==> src/rtl/arb_pkg.sv <==
// rtl/arb_pkg.sv - shared state type and one-hot helper for the round-robin grant arbiter
package arb_pkg;

  typedef enum logic {
    IDLE = 1'b0,
    BUSY = 1'b1
  } arb_state_t;

  // Widest requester vector the helper can encode; callers size-cast the result down.
  localparam int unsigned ARB_MAX_N = 64;

  function automatic logic [ARB_MAX_N-1:0] onehot(input logic [31:0] idx);
    return ARB_MAX_N'(1) << idx;
  endfunction

endpackage

==> src/rtl/lsb_prio_enc.sv <==
// rtl/lsb_prio_enc.sv - lowest-set-bit priority encoder
module lsb_prio_enc #(
  parameter int N = 8,
  parameter int W = (N > 1) ? $clog2(N) : 1
) (
  input  logic [N-1:0] vec,
  output logic [W-1:0] idx,
  output logic         valid
);

  // Scanning downward lets the lowest set bit overwrite any higher one.
  always_comb begin
    idx   = '0;
    valid = 1'b0;
    for (int i = N - 1; i >= 0; i--) begin
      if (vec[i]) begin
        idx   = W'(i);
        valid = 1'b1;
      end
    end
  end

endmodule

==> src/rtl/rr_grant_arbiter.sv <==
// rtl/rr_grant_arbiter.sv - round-robin arbiter with registered one-hot grant and hold timeout
module rr_grant_arbiter
  import arb_pkg::*;
#(
  parameter int N_REQ    = 8,
  parameter int MAX_HOLD = 16,
  parameter int IDX_W    = $clog2(N_REQ)
) (
  input  logic             clk,
  input  logic             rst_n,
  input  logic [N_REQ-1:0] req,
  output logic [N_REQ-1:0] grant,
  output logic             grant_valid,
  output logic [IDX_W-1:0] grant_idx
);

  localparam int              HC_W      = $clog2(MAX_HOLD + 1);
  localparam logic [HC_W-1:0] HOLD_LAST = HC_W'(MAX_HOLD - 1);
  localparam logic [IDX_W-1:0] PTR_RST  = IDX_W'(N_REQ - 1);

  arb_state_t       state_q, state_d;
  logic [IDX_W-1:0] ptr_q, ptr_d;
  logic [IDX_W-1:0] idx_q, idx_d;
  logic [HC_W-1:0]  hold_cnt_q, hold_cnt_d;
  logic [N_REQ-1:0] grant_q, grant_d;
  logic             valid_q, valid_d;

  logic             owner_req;
  logic             release_c;
  logic             timeout_c;
  logic             take_c;
  logic [N_REQ-1:0] owner_oh;
  logic [N_REQ-1:0] arb_req;
  logic [N_REQ-1:0] mask_above;
  logic [N_REQ-1:0] masked_req;
  logic [N_REQ-1:0] win_oh;
  logic [IDX_W-1:0] m_idx, u_idx, win_idx;
  logic             m_valid, u_valid, win_valid;

  assign owner_oh  = N_REQ'(onehot(32'(idx_q)));
  assign owner_req = req[idx_q];
  assign release_c = (state_q == BUSY) && !owner_req;
  // A release wins over a timeout simply because a timeout needs the owner still requesting.
  assign timeout_c = (state_q == BUSY) && owner_req && (hold_cnt_q == HOLD_LAST);
  assign arb_req   = timeout_c ? (req & ~owner_oh) : req;

  always_comb begin
    mask_above = '0;
    for (int i = 0; i < N_REQ; i++) begin
      mask_above[i] = (IDX_W'(i) > ptr_q);
    end
  end

  assign masked_req = arb_req & mask_above;

  lsb_prio_enc #(
    .N (N_REQ),
    .W (IDX_W)
  ) u_enc_masked (
    .vec   (masked_req),
    .idx   (m_idx),
    .valid (m_valid)
  );

  lsb_prio_enc #(
    .N (N_REQ),
    .W (IDX_W)
  ) u_enc_full (
    .vec   (arb_req),
    .idx   (u_idx),
    .valid (u_valid)
  );

  assign win_valid = u_valid;
  assign win_idx   = m_valid ? m_idx : u_idx;
  assign win_oh    = N_REQ'(onehot(32'(win_idx)));

  always_comb begin
    state_d    = state_q;
    ptr_d      = ptr_q;
    idx_d      = idx_q;
    hold_cnt_d = hold_cnt_q;
    grant_d    = grant_q;
    valid_d    = valid_q;
    take_c     = 1'b0;

    case (state_q)
      IDLE: begin
        take_c = win_valid;
      end
      BUSY: begin
        if (release_c) begin
          if (win_valid) begin
            take_c = 1'b1;
          end else begin
            state_d    = IDLE;
            grant_d    = '0;
            valid_d    = 1'b0;
            hold_cnt_d = '0;
          end
        end else if (timeout_c) begin
          if (win_valid) begin
            take_c = 1'b1;
          end else begin
            // Sole requester keeps the resource; pointer already names it.
            hold_cnt_d = '0;
          end
        end else if (hold_cnt_q != HOLD_LAST) begin
          hold_cnt_d = hold_cnt_q + 1'b1;
        end
      end
      default: begin
        state_d = IDLE;
      end
    endcase

    if (take_c) begin
      state_d    = BUSY;
      ptr_d      = win_idx;
      idx_d      = win_idx;
      hold_cnt_d = '0;
      grant_d    = win_oh;
      valid_d    = 1'b1;
    end
  end

  always_ff @(posedge clk or negedge rst_n) begin
    if (!rst_n) begin
      state_q    <= IDLE;
      ptr_q      <= PTR_RST;
      idx_q      <= '0;
      hold_cnt_q <= '0;
      grant_q    <= '0;
      valid_q    <= 1'b0;
    end else begin
      state_q    <= state_d;
      ptr_q      <= ptr_d;
      idx_q      <= idx_d;
      hold_cnt_q <= hold_cnt_d;
      grant_q    <= grant_d;
      valid_q    <= valid_d;
    end
  end

  assign grant       = grant_q;
  assign grant_valid = valid_q;
  assign grant_idx   = idx_q;

  a_grant_onehot0: assert property (@(posedge clk) disable iff (!rst_n) $onehot0(grant_q));
  a_valid_match:   assert property (@(posedge clk) disable iff (!rst_n) valid_q == (grant_q != '0));

endmodule

==> config.mk <==
export PLATFORM = sky130hd
export DESIGN_NAME = rr_grant_arbiter
export DESIGN_NICKNAME = d
export VERILOG_FILES = /design/src/rtl/arb_pkg.sv /design/src/rtl/lsb_prio_enc.sv /design/src/rtl/rr_grant_arbiter.sv
export SDC_FILE = /design/constraint.sdc
export NUM_CORES = 1
export LEC_CHECK = 0
export BUFFER_PORTS_ARGS = -buffer_cell sky130_fd_sc_hd__buf_4
export CORE_MARGIN = 4
export CORE_UTILIZATION = 41
export DETAILED_ROUTE_END_ITERATION = 10
export PLACE_DENSITY_LB_ADDON = 0.3
export SLEW_MARGIN = 0
export SYNTH_ARGS = -nofsm -noshare
export SYNTH_HDL_FRONTEND = slang
export SYNTH_HIERARCHICAL = 1
export SYNTH_SLANG_ARGS = --single-unit
==> constraint.sdc <==
create_clock -name clk -period 6.5 [get_ports clk]
set_input_delay 0.325 -clock clk [delete_from_list [all_inputs] [get_ports clk]]
set_output_delay 0.325 -clock clk [all_outputs]
set_load 0.005 [all_outputs]
# After elaboration in Yosys (flattened, before gate mapping)
# Cells that the tools add are included.
# word_totals
regBits	21
latchBits	0
ramBits	0
romBits	0
input_bits	10
out_inout_bits	12
word_cells	91
n_memories	0
# op_classes
add_sub_neg	1
mul	0
div_mod_pow	0
order_cmp	9
n_eq_ne	3
shift	2
mux	57
n_bitwise	4
reduce_logical	9
# ops
cell	n
$mux 3	17
$mux 8	5
$mux 5	6
$mux 1	27
$and 8x8->8	2
$shl 1x3->8 const A	2
$gt 3x3->1 const A	4
$not 8->8	1
$gt 1x3->1 const A	2
$gt 2x3->1 const A	2
$add 5x1->5 const B	1
$eq 5x4->1 const B	1
$ne 5x4->1 const B	1
$lt 3x4->1 const B	1
$reduce_bool 2->1	2
$reduce_bool 4->1	1
$bmux 1 s3	1
$logic_and 1x1->1	3
$reduce_and 3->1	1
$ne 2x2->1 const B	1
$pmux 1 s2	1
$reduce_and 2->1	1
$logic_not 1->1	1
$not 1->1	1

# Longest topological paths before layout
# Gate-level depths: netlist of run 1.
# logic_depth
word_depth	19
depth_mapped	13
depth_no_buf	12

# Cells and area by module
# The synthesis of run 1 kept the hierarchy.
# by_module_without_submodules
module	instances	cells_each	area_each_um2	seq_area_each_um2
rr_grant_arbiter	1	133	1285.0	529.3
lsb_prio_enc	2	13	80.1	0.0

# Least setup slack after synthesis of run 1
# No wires, ideal clock.
# synth_path
kind	reg-to-reg
startpoint	reg hold_cnt_q[0]
endpoint	reg grant_q[0], in the netlist grant[0]
setup_ps	85
arrival_ps	2835
t_required_ps	6415
slack_ps	3580
stages_incl_launch_ff	14
synth_period_minus_slack_ps	2920
cell_sequence	dfrtp_1 -> ha_1 -> and3_1 -> ha_1 -> nand3b_1 -> o21a_1 -> nor4b_1 -> nor4_2 -> nand2_1 -> clkbuf_1 -> mux2i_1 -> nand2_1 -> a31o_2 -> o22ai_1
# synth_lines
element	line	text
start: declaration	rr_grant_arbiter.sv:24	logic [HC_W-1:0] hold_cnt_q, hold_cnt_d;
start signal: assignment	rr_grant_arbiter.sv:139	hold_cnt_q <= hold_cnt_d;
$eq 5x4->1	rr_grant_arbiter.sv:44	assign timeout_c = (state_q == BUSY) && owner_req && (hold_cnt_q == HOLD_LAST);
$logic_and 1x1->1	rr_grant_arbiter.sv:44	
$mux 8	rr_grant_arbiter.sv:45	assign arb_req = timeout_c ? (req & ~owner_oh) : req;
named net arb_req[1]	rr_grant_arbiter.sv:33	logic [N_REQ-1:0] arb_req;
$and 8x8->8	rr_grant_arbiter.sv:54	assign masked_req = arb_req & mask_above;
named net masked_req[1]	rr_grant_arbiter.sv:35	logic [N_REQ-1:0] masked_req;
$mux 1 (2 in series)	lsb_prio_enc.sv:16	if (vec[i]) begin
named net m_valid	rr_grant_arbiter.sv:38	logic m_valid, u_valid, win_valid;
$mux 3	rr_grant_arbiter.sv:75	assign win_idx = m_valid ? m_idx : u_idx;
$shl 1x3->8	arb_pkg.sv:13	return ARB_MAX_N'(1) << idx;
$mux 8	rr_grant_arbiter.sv:117	if (take_c) begin
end signal: assignment	rr_grant_arbiter.sv:140	grant_q <= grant_d;
end: declaration	rr_grant_arbiter.sv:25	logic [N_REQ-1:0] grant_q, grant_d;
# The timed path passes the listed nets, and every way through them passes these cells.
# A chain may end at the register's enable or synchronous reset.

# Final worst setup path of run 1
# layout_path
startpoint	reg hold_cnt_q[0]
endpoint	reg grant_q[3], in the netlist grant[3]
# The elaborated chain is that of the path after synthesis.

==> metrics, run 1 <==
Netlist cell types=48; Nets=197; IR drop worst, VDD=0.2037 mV; Rows=21; top-area cell type share of the netlist area=0.3117; Top FF cell, synth=dfrtp_1; Max-Cap Viols=0; synth warn=6; number of I/O port buffers=21; Crit Path Class=register to register; fin crit share=0.5051; clk sink count=21; final-report setup violation count=0; FF+latch count, synth=21; Sw Pwr=0.2908 mW; final wirelength=3.461 mm; CP endpoint kind=register; I/O pin count=22; largest family of logic cells by synthesized area=compound AO/OA/AOI/OAI gates; Root Buffer=clkbuf_4; Hold WC Path Type=primary input to asynchronous set/reset pin; final core area utilization=0.5019; fmax=304.6 MHz; slowest CP cell=nor4b_1; drt drc=0; post-synthesis adder-cell area fraction=0.01732; Via Count=1311; Final Hold Fails=0; Largest delay share family, worst path=simple AND/OR/NAND/NOR gates; layout cells sized above 1=0.2011; CTS tree=done; Min Hold Slack=0.4128 ns; Slew headroom=0.5504; Final Max Tran Viols=0; detailed placement HPWL=2.663 mm; slack of the worst reg-to-reg path=3.22 ns; largest net degree at the start of global routing=22; DR WL/cell=15.05 um; Slew @ Worst Pin=0.6657 ns; commonest non-fill, non-tap cell in the layout=buf_4; grt ovf=0; power share of the sequential group=0.360; internal power=0.3829 mW; Starting Density=0.4297; unrepaired setup endpoints after global routing=no; Async SR Flop Fraction=1.000; post-cts resize count=0; remaining antenna violation count after routing=0; core area=3363 sq um; Hold Buf Count CTS=1; worst-case clock skew=0.01015 ns; TritonCTS Buffers=3; setup ws final=3.217 ns; DR iter-0 viols=64; Synth area leaders=dfrtp_1 31%, dfstp_2 5.5%, nand2_1 5.2%; static leakage=0.7163 nW; Worst-path clk slew=0.12 ns; Compound-Gate Fraction of Synth Area=0.2883; Critical Path RT=6.72 ns; worst skew pair latency=0.31 ns; CP max stage delay=0.52 ns; Clock Power Share=0.095; crit path buf inv count=0; syn_area_per_cell=9.089 sq um; die width=67.37 um; drt first pass iters=4; Die Ht=67.37 um; sequential area share after synthesis=0.3662; CP max FO=8; P per Cell Area=399.1 nW/um^2; Post-synth EDFFs=0; startpoint types=register; mux share of post-synthesis cell area=0.05714; Synth-to-Final Area Change=16.80%; most frequent cells in the layout=21 x buf_4, 20 x nand2_1, 18 x dfrtp_1; GPL Wtd Cong=0.8808; synthesized cell area=1445 sq um; leading area contributor after synthesis=dfrtp_1; vias per cell=5.700; post-synthesis xor/xnor area fraction=0; vias in the first global route=1292; initial antenna violation count=0; Comb pwr share=0.545; Total GRT Usage=0.1645; pre-CTS setup slack=3.285 ns; H-tree level count=1; Final Critical Period=3.283 ns; outcome=finished, final reports clean; Sw Ratio=0.4316; Cell Chain, Critical Path=ha_1, and3_1, ha_1, nand3b_1, o21a_1, nor4b_1, nor4_2, nand2_1, mux2i_1, nand2_1, a31o_2, o22ai_1; first-pass GRT wire length=5.837 mm; WP data arrival=3.50 ns; Max clock buf depth=2; Synth Instances=159; post-synthesis simple-gate area fraction=0.2364; die area=4539 sq um; setup tns final=0 ns; Inserted Diodes=0; post-CTS setup buffers=0
==> kinds of logic after synthesis <==
kind of cell | after synthesis
muxes | 8
other | 1
buffers and inverters | 11
and+or+nand+nor | 64
adders and majority gates | 2
AOI/OAI and AO/OA | 52
DFF | 21
==> worst paths after layout <==
path | startpoint | to | cells after the start
worst max register to register | hold_cnt_q[0] | grant[3] | 12
worst max-delay path | hold_cnt_q[0] | grant[3] | 12
max in group asynchronous | rst_n | ptr_q[1] | 2
worst min-delay path | rst_n | hold_cnt_q[4] | 2
worst min register to register | hold_cnt_q[4] | hold_cnt_q[4] | 2
min in group clk | hold_cnt_q[4] | hold_cnt_q[4] | 2
==> routing by layer <==
metal | up-vias | track usage | routed length, um
met4 | 0 | 0.05570 | 33
li1 | 643 | - | -
met5 | - | 0 | 0
met3 | 4 | 0.03494 | 230
met1 | 633 | 0.2081 | 1533
met2 | 31 | 0.2773 | 1663
==> sequential cells by signal (all words and copies together), names as in the netlist <==
| name | flops |
|---|---|
| grant_idx | 3 |
| grant | 8 |
| hold_cnt_q | 5 |
| ptr_q | 3 |
| grant_valid | 1 |
| state_q | 1 |
==> power by group through the flow <==
stage / clock network, mW / registers [mW] / logic, mW
floorplan: 0 / 0.221 / 0.279
global placement: 0 / 0.240 / 0.357
detailed placement: 0 / 0.244 / 0.368
CTS: 0.0649 / 0.242 / 0.370
global route: 0.0690 / 0.251 / 0.408
finish: 0.0640 / 0.243 / 0.367
==> stage by stage <==
step / area, sq um / power (mW) / instances
global route: 1688 / 0.7278 / 230
global placement: 1652 / 0.5963 / 225
detailed placement: 1652 / 0.6113 / 225
CTS: 1688 / 0.6770 / 230
floorplan: 1456 / 0.4996 / 162
finish: 1688 / 0.6737 / 230
==> cell usage after synthesis, types with 2 or more instances <==
master and n:
o22a_1 3, o22ai_1 4, nor2_1 10, and2_1 4
nor4_1 2, a21oi_1 4, ha_1 2, a22oi_2 2
o31a_1 2, mux2_2 2, o21ai_0 5, mux2i_1 6
a22o_1 4, a211oi_1 2, nand2_1 20, o32ai_1 4
nand3_1 4, clkbuf_1 2, nor2b_1 10, dfstp_2 3
nor4_2 2, dfrtp_1 18, inv_1 7, o21bai_1 2
o41ai_1 2, nand2b_1 4, o21a_1 8
==> worst reg2reg max path, stage by stage, from the launching register on <==
cell and delay (ns):
dfrtp_1 0.42, ha_1 0.23, and3_1 0.20, ha_1 0.22
nand3b_1 0.16, o21a_1 0.22, nor4b_1 0.52, nor4_2 0.12
nand2_1 0.27, mux2i_1 0.28, nand2_1 0.08, a31o_2 0.28
o22ai_1 0.21
==> cell type report <==
| type | count | area (sq um) |
|---|---|---|
| Inverter | 7 | 26.28 |
| Clock buffer | 4 | 26.28 |
| Multi-Input combinational cell | 130 | 880.8 |
| Fill cell | 347 | 1675 |
| Timing Repair Buffer | 22 | 167.7 |
| Sequential cell | 21 | 529.3 |
| Tap cell | 46 | 57.56 |
(Power assumes the default switching activity.)
==> inputs of run 2 (changes only) <==
Clock period 6.5 ns to 3.15 ns, I/O delays scaled along.
==> metrics, run 2 (synthesis gave the netlist of run 1 again) <==
Starting Density=0.4297 (unchanged); drt first pass iters=4 (unchanged); Total GRT Usage=0.1763 (+0.01180); Largest delay share family, worst path=simple AND/OR/NAND/NOR gates; R2R Path Start=hold_cnt_q[0]; Via Count=1347 (+2.7%); die width=67.37 um (unchanged); outcome=finished, final reports clean; max reg flops=8 (unchanged); CP dominant cell by count=ha_2; I/O pin count=22 (unchanged); Critical Path RT=3.38 ns (-3.34 ns); fin crit share=0.9313 (+0.4262); met2 usage=0.3031 (+0.02577); Top Usage Layer GRT=met2; layout cells sized above 1=0.2938 (+0.09273); Worst-path clk slew=0.11 ns (about the same); P per Cell Area=811.0 nW/um^2 (+100%); DR WL/cell=15.17 um (+0.79%); final wirelength=3.640 mm (+5.2%); Slew headroom=0.4813 (-0.06906); grt met3 use=0.02163 (-0.01331); slack of the worst reg-to-reg path=0.22 ns (-3.00 ns); Min Hold Slack=0.2455 ns (-0.1673 ns); vias per cell=5.613 (-1.5%); Synth-to-Final Area Change=27.62%; drt drc=0 (unchanged); dpl cells=229 (+1.8%); Max-Cap Viols=0 (unchanged); core area=3363 sq um (unchanged); H-tree level count=1 (unchanged); CTS tree=done; GPL Wtd Cong=0.8757 (-0.58%); Max clock buf depth=2 (unchanged); Die Ht=67.37 um (unchanged); IR drop worst, VDD=0.3375 mV (+66%); most frequent cells in the layout=31 x buf_4, 19 x nand2_1, 18 x dfrtp_1; worst skew pair latency=0.31 ns (about the same); number of fill cells=328 (-5.5%); vias in the first global route=1345 (+4.1%); CP endpoint kind=register; number of I/O port buffers=21 (unchanged); clk sink count=21 (unchanged); TritonCTS Buffers=3 (unchanged); Hold WC Path Type=primary input to asynchronous set/reset pin; static leakage=0.7803 nW (+8.9%); first-pass GRT wire length=6.147 mm (+5.3%); Inserted Diodes=0 (unchanged); DR iter-0 viols=48 (-25%); Nets=207 (+5.1%); pre-CTS setup slack=0.0006433 ns (-3.284 ns); CP max FO=8 (unchanged); worst-case clock skew=0.002419 ns (-0.007727 ns); Final Critical Period=2.934 ns (-0.3494 ns); final-report setup violation count=0 (unchanged); setup ws final=0.2163 ns (-3.001 ns); Cell Chain, Critical Path=ha_2, and3_1, ha_2, nand3b_1, o21a_1, nor4b_1, buf_4, nor4_4, nand2_2, mux2i_1, nand2_1, a31o_4, o22ai_1; fmax=340.9 MHz (+12%); Root Buffer=clkbuf_4; commonest non-fill, non-tap cell in the layout=buf_4; remaining antenna violation count after routing=0 (unchanged); slowest CP cell=dfrtp_1; grt ovf=0 (unchanged); initial antenna violation count=0 (unchanged); Rows=21 (unchanged); crit path buf inv count=1 (+1); R2R Path End=grant[3]; largest net degree at the start of global routing=22 (unchanged); Slew @ Worst Pin=0.7734 ns (+0.1076 ns); Final Hold Fails=0 (unchanged); met1 GRT Util=0.2235 (+0.01542); detailed placement HPWL=2.678 mm (+0.56%); die area=4539 sq um (unchanged); cells on worst reg2reg path=13 (+1); Final Max Tran Viols=0 (unchanged); CP max stage delay=0.40 ns (-0.12 ns); Crit Path Class=register to register; WP data arrival=3.17 ns (-0.33 ns); non-filler cells in the finished layout=240 (+4.3%); startpoint types=register
## run 2: changes by cell type in the layout (fill, tap and decap cells not counted), moves of 2 or more
cell,delta
ha_2,+2
o32ai_2,+3
nor4_4,+2
ha_1,-2
buf_4,+10
o32ai_1,-3
## run 2: timing repair
action / 4_1_cts / 5_1_grt
endpoints found under the setup margin: 4 / 10
pin swaps: 0 / 3
buffers inserted: 0 / 6
resized for setup: 1 / 13
hold buffers: 1 / 0
hold endpoints to repair: 21 / 0
## run 2: cell type report
| class | count | area (sq um) | share of cell area |
|---|---|---|---|
| multi-input combinational | 130 | 962.2 | 0.5217 |
| sequential | 21 | 529.3 | 0.2870 |
| timing repair buffer | 32 | 242.7 | 0.1316 |
| tap | 46 | 57.56 | 0.03121 |
| clock buffer | 4 | 26.28 | 0.01425 |
| inverter | 7 | 26.28 | 0.01425 |
## run 2: how the worst max path moves through the flow
| stage | start | to | slack, ns | cells after the start |
|---|---|---|---|---|
| after floorplan | hold_cnt_q[0] | grant[0] | 0.23 | 13 |
| after global placement | hold_cnt_q[0] | grant[0] | 0.16 | 13 |
| after detailed placement | hold_cnt_q[0] | grant[1] | 0.0006 | 13 |
| after CTS | hold_cnt_q[0] | grant[1] | 0.001 | 13 |
| after global routing | hold_cnt_q[0] | grant[3] | -0.02 | 13 |
| final | hold_cnt_q[0] | grant[3] | 0.22 | 13 |
## run 2: per-layer routing
| layer | up-vias | wire [um] |
|---|---|---|
| li1 | 664 | - |
| met1 | 648 | 1696 |
| met2 | 30 | 1775 |
| met3 | 5 | 116 |
| met4 | 0 | 51 |
| met5 | - | 0 |
## run 2: through the flow
stage	total power [mW]	setup TNS (ns)	util	cell area, sq um
floorplan	1.031	0	-	1456
finish	1.496	0	0.5484	1844
global route	1.630	-0.03246	0.5484	1844
CTS	1.408	0	0.5115	1720
global placement	1.242	0	0.5000	1682
detailed placement	1.268	0	0.5000	1682
## run 2: where the power goes
part / switching [mW] / internal [mW]
logic: 0.441 / 0.423
registers: 0.120 / 0.379
clock network: 0.0831 / 0.0495
total: 0.644 / 0.852
==> inputs of run 3 (changes only) <==
Settings changed: BUFFER_PORTS_ARGS -buffer_cell sky130_fd_sc_hd__buf_4 to -buffer_cell sky130_fd_sc_hd__clkbuf_2.
==> metrics, run 3 (synthesis gave the netlist of run 1 again) <==
outcome=finished, final reports clean; cells on worst reg2reg path=13 (unchanged); Slew headroom=0.5365 (+0.05524); pre-CTS setup slack=0.04070 ns (+0.04006 ns); most frequent cells in the layout=21 x clkbuf_2, 19 x nand2_1, 18 x dfrtp_1; H-tree level count=1 (unchanged); startpoint types=register; Critical Path RT=3.39 ns (about the same); Crit Path Class=register to register; Via Count=1340 (-0.52%); Starting Density=0.4297 (unchanged); worst skew pair latency=0.31 ns (about the same); CP max FO=8 (unchanged); Total GRT Usage=0.1657 (-0.01057); grt ovf=0 (unchanged); Hold WC Path Type=primary input to asynchronous set/reset pin; CP endpoint kind=register; number of fill cells=346 (+5.5%); die width=67.37 um (unchanged); CTS tree=done; Nets=206 (-0.48%); largest net degree at the start of global routing=22 (unchanged); remaining antenna violation count after routing=0 (unchanged); Sequential Area=529.3 sq um (unchanged); commonest non-fill, non-tap cell in the layout=clkbuf_2; WP data arrival=3.24 ns (+0.07 ns); setup ws final=0.1500 ns (-0.06633 ns); I/O pin count=22 (unchanged); fmax=333.3 MHz (-2.2%); final wirelength=3.622 mm (-0.49%); max reg flops=8 (unchanged); final-report setup violation count=0 (unchanged); P per Cell Area=815.8 nW/um^2 (+0.59%); clk sink count=21 (unchanged); Synth-to-Final Area Change=22.34%; drt first pass iters=4 (unchanged); vias in the first global route=1305 (-3.0%); core area=3363 sq um (unchanged); Max-Cap Viols=0 (unchanged); vias per cell=5.607 (-0.10%); Final Hold Fails=0 (unchanged); first-pass GRT wire length=5.830 mm (-5.2%); detailed placement HPWL=2.678 mm (about the same); DR WL/cell=15.15 um (about the same); layout cells sized above 1=0.2850 (-0.008840); initial antenna violation count=0 (unchanged); Final Max Tran Viols=0 (unchanged); Rows=21 (unchanged); Root Buffer=clkbuf_4; GPL Wtd Cong=0.8652 (-1.2%); Die Ht=67.37 um (unchanged); Final Critical Period=3.000 ns (+0.06633 ns); die area=4539 sq um (unchanged); fin crit share=0.9524 (+0.02106); Max clock buf depth=2 (unchanged); number of I/O port buffers=21 (unchanged); TritonCTS Buffers=3 (unchanged); IR drop worst, VDD=0.3572 mV (+5.8%); DR iter-0 viols=46 (-4.2%); Multi-input gate area=944.7 sq um (-1.8%); worst-case clock skew=0.001486 ns (-0.0009332 ns); Inserted Diodes=0 (unchanged); Worst-path clk slew=0.12 ns (about the same); drt drc=0 (unchanged); setup tns final=0 ns (unchanged); Slew @ Worst Pin=0.6910 ns (-0.08236 ns); Final Power=1.442 mW (-3.6%); static leakage=0.7556 nW (-3.2%)
## run 3: final timing paths
check	from	endpoint	slack (ns)
max	hold_cnt_q[1]	grant[0]	0.15
min	rst_n	hold_cnt_q[4]	0.33
max reg2reg	hold_cnt_q[1]	grant[0]	0.15
min reg2reg	hold_cnt_q[4]	hold_cnt_q[4]	0.52
max in group asynchronous	rst_n	ptr_q[0]	2.46
min in group clk	hold_cnt_q[4]	hold_cnt_q[4]	0.52
## run 3: power by group
part | total (mW) | leakage (nW) | switching (mW) | internal, mW
clock | 0.134 | 0.0177 | 0.0869 | 0.0475
combinational | 0.808 | 0.478 | 0.425 | 0.383
sequential | 0.499 | 0.260 | 0.120 | 0.379
total | 1.44 | 0.756 | 0.632 | 0.810
## run 3: per-layer routing
layer	track usage	vias up	share of wire
met2	0.2589	40	0.47
met1	0.2222	630	0.46
met5	0	-	0
met4	0.07595	0	0.020
li1	-	660	-
met3	0.02995	10	0.047
## run 3: cell type report
| cell class | count | share of cell area |
|---|---|---|
| Sequential cell | 21 | 0.2994 |
| Clock inverter | 1 | 0.002831 |
| Multi-Input combinational cell | 130 | 0.5343 |
| Timing Repair Buffer | 31 | 0.1033 |
| Inverter | 7 | 0.01486 |
| Tap cell | 46 | 0.03255 |
| Clock buffer | 3 | 0.01274 |
## run 3: critical path, cell delays in order, from the launching register on
cell and delay (ns):
dfrtp_1 0.39, ha_2 0.19, and3_1 0.21, ha_4 0.16, nand3_2 0.11, o31a_1 0.36, nor3b_1 0.16, buf_4 0.16
nor4_4 0.28, nand2_2 0.16, mux2i_2 0.23, nand2_1 0.10, a31o_4 0.25, o22ai_2 0.16
## run 3: what timing repair did
item | CTS | global route
buffers inserted | 0 | 5
hold endpoints to repair | 18 | 0
gates resized for setup | 1 | 10
endpoints found under the setup margin | 3 | 10
pin swaps | 0 | 1
hold buffers | 1 | 0
## run 3: stage by stage
stage / cell area [sq um] / utilization / hold WS [ns] / std cells
2_1_floorplan: 1456 / - / -0.1381 / 162
3_3_place_gp: 1629 / 0.4844 / 0.1427 / 229
3_5_place_dp: 1629 / 0.4844 / 0.1530 / 229
4_1_cts: 1669 / 0.4963 / 0.3534 / 234
5_1_grt: 1768 / 0.5257 / 0.3523 / 239
6_report: 1768 / 0.5257 / 0.3286 / 239
